==> config.mk <==
export PLATFORM = sky130hd
export DESIGN_NAME = fetch_queue_flat
export DESIGN_NICKNAME = d
export VERILOG_FILES = /design/src/rtl/fetch_queue_if.sv /design/src/rtl/fetch_queue.sv /design/src/flat_wrapper.sv
export SDC_FILE = /design/constraint.sdc
export NUM_CORES = 1
export LEC_CHECK = 0
export ABC_CLOCK_PERIOD_IN_PS = 2320
export BUFFER_PORTS_ARGS = -buffer_cell sky130_fd_sc_hd__buf_4
export CAP_MARGIN = 20
export CORE_UTILIZATION = 36
export DETAILED_ROUTE_END_ITERATION = 7
export MAX_ROUTING_LAYER = met4
export PLACE_DENSITY = 0.56
export REMOVE_ABC_BUFFERS = 1
export SETUP_SLACK_MARGIN = 0.2
export SLEW_MARGIN = 20
export SYNTH_ARGS = -nofsm -noshare
export SYNTH_HDL_FRONTEND = slang
export SYNTH_SLANG_ARGS = --single-unit
==> constraint.sdc <==
create_clock -name clk -period 2.32 [get_ports clk]
set_input_delay 0.348 -clock clk [delete_from_list [all_inputs] [get_ports clk]]
set_output_delay 0.348 -clock clk [all_outputs]
set_load 0.05 [all_outputs]
==> src/rtl/fetch_queue_if.sv <==
// Fetch-side bus bundle: instruction-memory request/grant and decode valid/ready.
// master is the fetch queue; slave is the memory/decode environment.
interface fetch_queue_if #(
    parameter int IW = 16,
    parameter int AW = 16
);
    logic              mem_req;
    logic [AW-1:0]     mem_addr;
    logic              mem_gnt;
    logic [IW-1:0]     mem_rdata;
    logic              instr_valid;
    logic              instr_ready;
    logic [IW/2-1:0]   instr_code_high;
    logic [IW/2-1:0]   instr_code_low;
    logic [AW-1:0]     instr_pc;

    modport master (
        output mem_req,
        output mem_addr,
        input  mem_gnt,
        input  mem_rdata,
        output instr_valid,
        input  instr_ready,
        output instr_code_high,
        output instr_code_low,
        output instr_pc
    );

    modport slave (
        input  mem_req,
        input  mem_addr,
        output mem_gnt,
        output mem_rdata,
        input  instr_valid,
        output instr_ready,
        input  instr_code_high,
        input  instr_code_low,
        input  instr_pc
    );
endinterface

==> src/rtl/fetch_queue.sv <==
// Sequential instruction fetch with a DEPTH-entry prefetch FIFO of {instruction, pc}.
// Redirect flushes the FIFO and any in-flight response, then restarts at redirect_pc.
module fetch_queue #(
    parameter int IW     = 16,
    parameter int AW     = 16,
    parameter int DEPTH  = 4,
    parameter int PC_INC = 1
) (
    input  logic                     clk,
    input  logic                     reset,
    input  logic                     enable,
    input  logic [AW-1:0]            boot_pc,
    input  logic                     redirect,
    input  logic [AW-1:0]            redirect_pc,
    fetch_queue_if.master            bus,
    output logic [$clog2(DEPTH):0]   occupancy
);
    localparam int PW = $clog2(DEPTH);
    localparam int CW = PW + 1;
    localparam logic [CW:0] DEPTH_C = (CW+1)'(DEPTH);

    logic [AW-1:0] pc_q, pc_d;
    logic          inflight_q, inflight_d;
    logic [AW-1:0] inflight_pc_q, inflight_pc_d;
    logic [CW-1:0] count_q, count_d;
    logic [PW-1:0] rd_ptr_q, rd_ptr_d;
    logic [PW-1:0] wr_ptr_q, wr_ptr_d;

    logic [IW-1:0] instr_mem_q [DEPTH];
    logic [AW-1:0] pc_mem_q    [DEPTH];

    logic [CW:0]   credit_used;
    logic          mem_req_w;
    logic          accept;
    logic          push;
    logic          pop;
    logic          valid_w;
    logic [IW-1:0] head_instr;

    // Credit counts the in-flight response so it always finds a free slot.
    assign credit_used = {1'b0, count_q} + (CW+1)'(inflight_q);
    assign mem_req_w   = enable & ~redirect & ~reset & (credit_used < DEPTH_C);
    assign accept      = mem_req_w & bus.mem_gnt;
    assign valid_w     = (count_q != '0);
    assign push        = inflight_q & ~redirect;
    assign pop         = valid_w & bus.instr_ready & ~redirect;

    always_comb begin
        pc_d          = pc_q;
        inflight_d    = inflight_q;
        inflight_pc_d = inflight_pc_q;
        count_d       = count_q;
        rd_ptr_d      = rd_ptr_q;
        wr_ptr_d      = wr_ptr_q;
        if (redirect) begin
            pc_d       = redirect_pc;
            inflight_d = 1'b0;
            count_d    = '0;
            rd_ptr_d   = '0;
            wr_ptr_d   = '0;
        end else begin
            inflight_d = accept;
            if (accept) begin
                inflight_pc_d = pc_q;
                pc_d          = pc_q + AW'(PC_INC);
            end
            if (push) begin
                wr_ptr_d = wr_ptr_q + 1'b1;
            end
            if (pop) begin
                rd_ptr_d = rd_ptr_q + 1'b1;
            end
            case ({push, pop})
                2'b10:   count_d = count_q + 1'b1;
                2'b01:   count_d = count_q - 1'b1;
                default: count_d = count_q;
            endcase
        end
    end

    always_ff @(posedge clk) begin
        if (reset) begin
            pc_q          <= boot_pc;
            inflight_q    <= 1'b0;
            inflight_pc_q <= '0;
            count_q       <= '0;
            rd_ptr_q      <= '0;
            wr_ptr_q      <= '0;
        end else begin
            pc_q          <= pc_d;
            inflight_q    <= inflight_d;
            inflight_pc_q <= inflight_pc_d;
            count_q       <= count_d;
            rd_ptr_q      <= rd_ptr_d;
            wr_ptr_q      <= wr_ptr_d;
        end
    end

    // Storage needs no reset; occupancy alone decides what is valid.
    always_ff @(posedge clk) begin
        if (push && !reset) begin
            instr_mem_q[wr_ptr_q] <= bus.mem_rdata;
            pc_mem_q[wr_ptr_q]    <= inflight_pc_q;
        end
    end

    assign head_instr          = instr_mem_q[rd_ptr_q];
    assign bus.mem_req         = mem_req_w;
    assign bus.mem_addr        = pc_q;
    assign bus.instr_valid     = valid_w;
    assign bus.instr_code_high = head_instr[IW-1:IW/2];
    assign bus.instr_code_low  = head_instr[IW/2-1:0];
    assign bus.instr_pc        = pc_mem_q[rd_ptr_q];
    assign occupancy           = count_q;
endmodule

==> src/flat_wrapper.sv <==
// flat-port wrapper written by rule: the top's interface ports become plain ports
module fetch_queue_flat 
#(
    parameter int IW     = 16,
    parameter int AW     = 16,
    parameter int DEPTH  = 4,
    parameter int PC_INC = 1
)
  (clk, reset, enable, boot_pc, redirect, redirect_pc, occupancy, bus_mem_req, bus_mem_addr, bus_mem_gnt, bus_mem_rdata, bus_instr_valid, bus_instr_ready, bus_instr_code_high, bus_instr_code_low, bus_instr_pc);
  fetch_queue_if #(.IW(IW), .AW(AW)) bus_i ();
  input  logic clk;
  input  logic reset;
  input  logic enable;
  input  logic [AW-1:0] boot_pc;
  input  logic redirect;
  input  logic [AW-1:0] redirect_pc;
  output logic [$clog2(DEPTH):0] occupancy;
  output wire logic [$bits(bus_i.mem_req)-1:0] bus_mem_req;
  output wire logic [$bits(bus_i.mem_addr)-1:0] bus_mem_addr;
  input wire logic [$bits(bus_i.mem_gnt)-1:0] bus_mem_gnt;
  input wire logic [$bits(bus_i.mem_rdata)-1:0] bus_mem_rdata;
  output wire logic [$bits(bus_i.instr_valid)-1:0] bus_instr_valid;
  input wire logic [$bits(bus_i.instr_ready)-1:0] bus_instr_ready;
  output wire logic [$bits(bus_i.instr_code_high)-1:0] bus_instr_code_high;
  output wire logic [$bits(bus_i.instr_code_low)-1:0] bus_instr_code_low;
  output wire logic [$bits(bus_i.instr_pc)-1:0] bus_instr_pc;
  assign bus_mem_req = bus_i.mem_req;
  assign bus_mem_addr = bus_i.mem_addr;
  assign bus_i.mem_gnt = bus_mem_gnt;
  assign bus_i.mem_rdata = bus_mem_rdata;
  assign bus_instr_valid = bus_i.instr_valid;
  assign bus_i.instr_ready = bus_instr_ready;
  assign bus_instr_code_high = bus_i.instr_code_high;
  assign bus_instr_code_low = bus_i.instr_code_low;
  assign bus_instr_pc = bus_i.instr_pc;
  fetch_queue #(.IW(IW), .AW(AW), .DEPTH(DEPTH), .PC_INC(PC_INC)) u_core (.clk(clk), .reset(reset), .enable(enable), .boot_pc(boot_pc), .redirect(redirect), .redirect_pc(redirect_pc), .bus(bus_i), .occupancy(occupancy));
endmodule
==> flow_metrics.tcl <==
set metrics [dict create \
    hold_class "input port to flip-flop" \
    cts-root-buf "clkbuf_16" \
    via_count 3870 \
    timing.hold.ws_ns 0.130 \
    drv_cap 0 \
    synth.top_cell.area_share_pct 62.7 \
    final_max_slew_viol_count 0 \
    grt_start_max_net_pins 33 \
    drcViolationCount 0 \
    antenna-diode-count 0 \
    grt.total_usage_pct 15.4 \
    critPathLaunchType "flip-flop" \
    grt_pass1_vias 4073 \
    synthArstFlopShare_pct 0 \
    outcome "completed" \
    pre_cts_ws_ns 0.157 \
    ir_drop_mv 0.499 \
    clock_sinks 170 \
    final_cells 771 \
    drt_pass1_iterations 6 \
    path_class "flip-flop to output port" \
    cp.required_ns 1.97 \
    arrival_ns 1.79 \
    cts.path.max_buffers 2 \
    power_density_nw_per_um2 730 \
    crit_family "multiplexers" \
    row_count 50 \
    timing.final.crit_share_pct 92.1 \
    ys_seq_elements 170 \
    die_width_um 140 \
    core_area_um2 18800 \
    synth_cell_types 40 \
    utilization_pct 47.2 \
    clk_pin_slew_worst_paths_ns 0.06 \
    fin_ws_ns 0.183 \
    via_per_inst 5.02 \
    synthCells 402 \
    synth_ff_type "edfxtp_1" \
    rsz0062_at_grt "yes" \
    area_growth_pct 28.6 \
    synthTopCellsByArea "edfxtp_1, mux4_2, dfxtp_1" \
    synth.avg_cell_area_um2 17.1 \
    grt_pass1_wl_mm 21.9 \
    crit_buf_inv 3 \
    synth_area_um2 6890 \
    die_h_um 140 \
    synth_warnings 0 \
    start_util_pct 36.7 \
    cts_tree "yes" \
    dieArea_um2 19700 \
    report.final.setup_viol 0 \
    portBuffers 106 \
    fin_nets 585 \
    end_kind "output port" \
    drtIter0Drc 199 \
    drive_above_1_share_pct 38.5 \
    yosysSeqAreaShare_pct 70.3 \
    leakagePower_nw 3.27 \
    fin_crit_ns 2.14 \
    path_cells "buf_12 > buf_16 > mux4_2 > buf_6" \
    wl_mm 13.7 \
    io_pins 107 \
    post_drt_wl_per_cell_um 17.8 \
    slew_headroom_pct 67.5 \
    worstSkewPairLatency_ns 0.41 \
    worst_pin_slew_ns 0.486 \
    fmax_mhz 468 \
    final_hold_viol_count 0 \
    slowest_delay_ns 0.52 \
    gp_congestion 0.786 \
    cp_slowest_cell "mux4_2" \
    antenna_found_initial 0 \
    grt-ovfl-total 0 \
    synth_top_cell_by_area "edfxtp_1" \
    placedCellCount 733 \
    synth_edf_count 144 \
    dp_hpwl_mm 8.32 \
    cts-buffers-inserted 17 \
    htree_num_levels 4 \
    ant_nets 0 \
    path_max_fanout 8 \
    fin_skew_ns 0.00882 \
    fin_tns_setup_ns 0 \
]
-- power breakdown --
| part | leakage, nW | internal (mW) | switching (mW) |
|---|---|---|---|
| Clock | 0.261 | 1.52 | 1.09 |
| Sequential | 1.65 | 3.34 | 0.0630 |
| Combinational | 1.36 | 0.178 | 0.269 |
| Total | 3.27 | 5.05 | 1.43 |
-- metrics by stage --
step	power [mW]	area, µm²
6_report	6.47	8870
5_1_grt	6.70	8870
4_1_cts	6.56	8830
3_5_place_dp	3.93	8030
3_3_place_gp	3.91	8030
2_1_floorplan	3.71	6770
-- what timing repair did --
| item | 4_1_cts | 5_1_grt |
|---|---|---|
| gates resized for setup | 42 | 8 |
| pin swaps | 0 | 2 |
| hold buffers | 0 | 0 |
| buffers inserted | 2 | 1 |
| endpoints found under the setup margin | 33 | 33 |
| gates cloned | 3 | 0 |
-- area by class of cell --
type | instances | area, µm²
Fill cell | 1624 | 9900
Inverter | 9 | 33.8
Multi-Input combinational cell | 201 | 1910
Clock buffer | 26 | 512
Timing Repair Buffer | 125 | 1220
Sequential cell | 170 | 4860
Tap cell | 234 | 293
Clock inverter | 6 | 37.5
-- state kept, by name, indices dropped and copies added, names as in the netlist, named ones only --
signal,flops
u_core.inflight_q,1
u_core.instr_mem_q,64
u_core.bus.mem_addr,16
u_core.pc_mem_q,64
u_core.occupancy,3
u_core.rd_ptr_q,2
u_core.wr_ptr_q,2
u_core.inflight_pc_q,16
-- worst register-to-register path, delay by kind of cell, from the launching register on --
family | cells | cell delay, ns
and+or+nand+nor | 3 | 0.95
AOI/OAI and AO/OA | 1 | 0.13
xor gates and xnor gates | 1 | 0.09
DFF | 1 | 0.36
adders and majority gates | 2 | 0.38
buffers and inverters | 1 | 0.08
-- per-layer routing --
layer / routed length [µm] / vias to the layer above / GRT usage, %
met5: 0 / - / -
met4: 190 / 0 / 5.21
met3: 631 / 17 / 3.83
met2: 6820 / 114 / 25.3
met1: 6070 / 1930 / 18.4
li1: - / 1809 / -
-- synthesized netlist by cell type, drive strengths merged, types with 2 or more instances --
cell,number
nand3,7
nand2,21
inv,9
dfxtp,26
clkbuf,7
xor2,2
nor2,28
or3,2
xnor2,8
nor4,6
o21ai,7
edfxtp,144
mux4,32
nand2b,2
nand4,4
ha,6
nor3b,8
a22oi,7
nor3,11
buf,15
mux2i,28
nor2b,2
and3,5
o22ai,2
a21oi,5
-- final timing paths --
kind | from | end | slack (ns) | cells after the start
worst max-delay path | flip-flop | bus_instr_code_high[2] | 0.18 | 4
worst min register to register | u_core.inflight_pc_q[14]$_SDFFE_PP0P_ | u_core.pc_mem_q[0][14]$_DFFE_PP_ | 0.51 | 0
worst min-delay path | bus_mem_rdata[12] | u_core.instr_mem_q[3][12]$_DFFE_PP_ | 0.13 | 1
worst max register to register | u_core.occupancy[0]$_SDFFE_PP0P_ | u_core.occupancy[2]$_SDFFE_PP0P_ | 0.26 | 8
-- cell families after synthesis --
logic type | count (synthesis) | share of synthesized area [%]
AND/OR/NAND/NOR | 99 | 7.97
buffers and inverters | 31 | 2.27
AO/OA/AOI/OAI | 24 | 2.16
flip-flops | 170 | 70.3
multiplexers | 61 | 14.7
adder cells (fa/ha/maj) | 7 | 1.38
XOR/XNOR | 10 | 1.27
-- layout by cell type (no fill, tap or decap), types with 6 or more instances in the layout --
cell type / instances
a22oi_1: 7
dfxtp_1: 21
nor2_1: 27
nand3_1: 6
nand2_1: 21
mux2i_1: 28
clkbuf_16: 19
xnor2_1: 8
clkbuf_1: 6
nor3_1: 11
mux4_2: 32
buf_12: 7
buf_6: 31
edfxtp_1: 144
nor3b_1: 8
buf_4: 82
inv_1: 9
(Power assumes the default switching activity.)
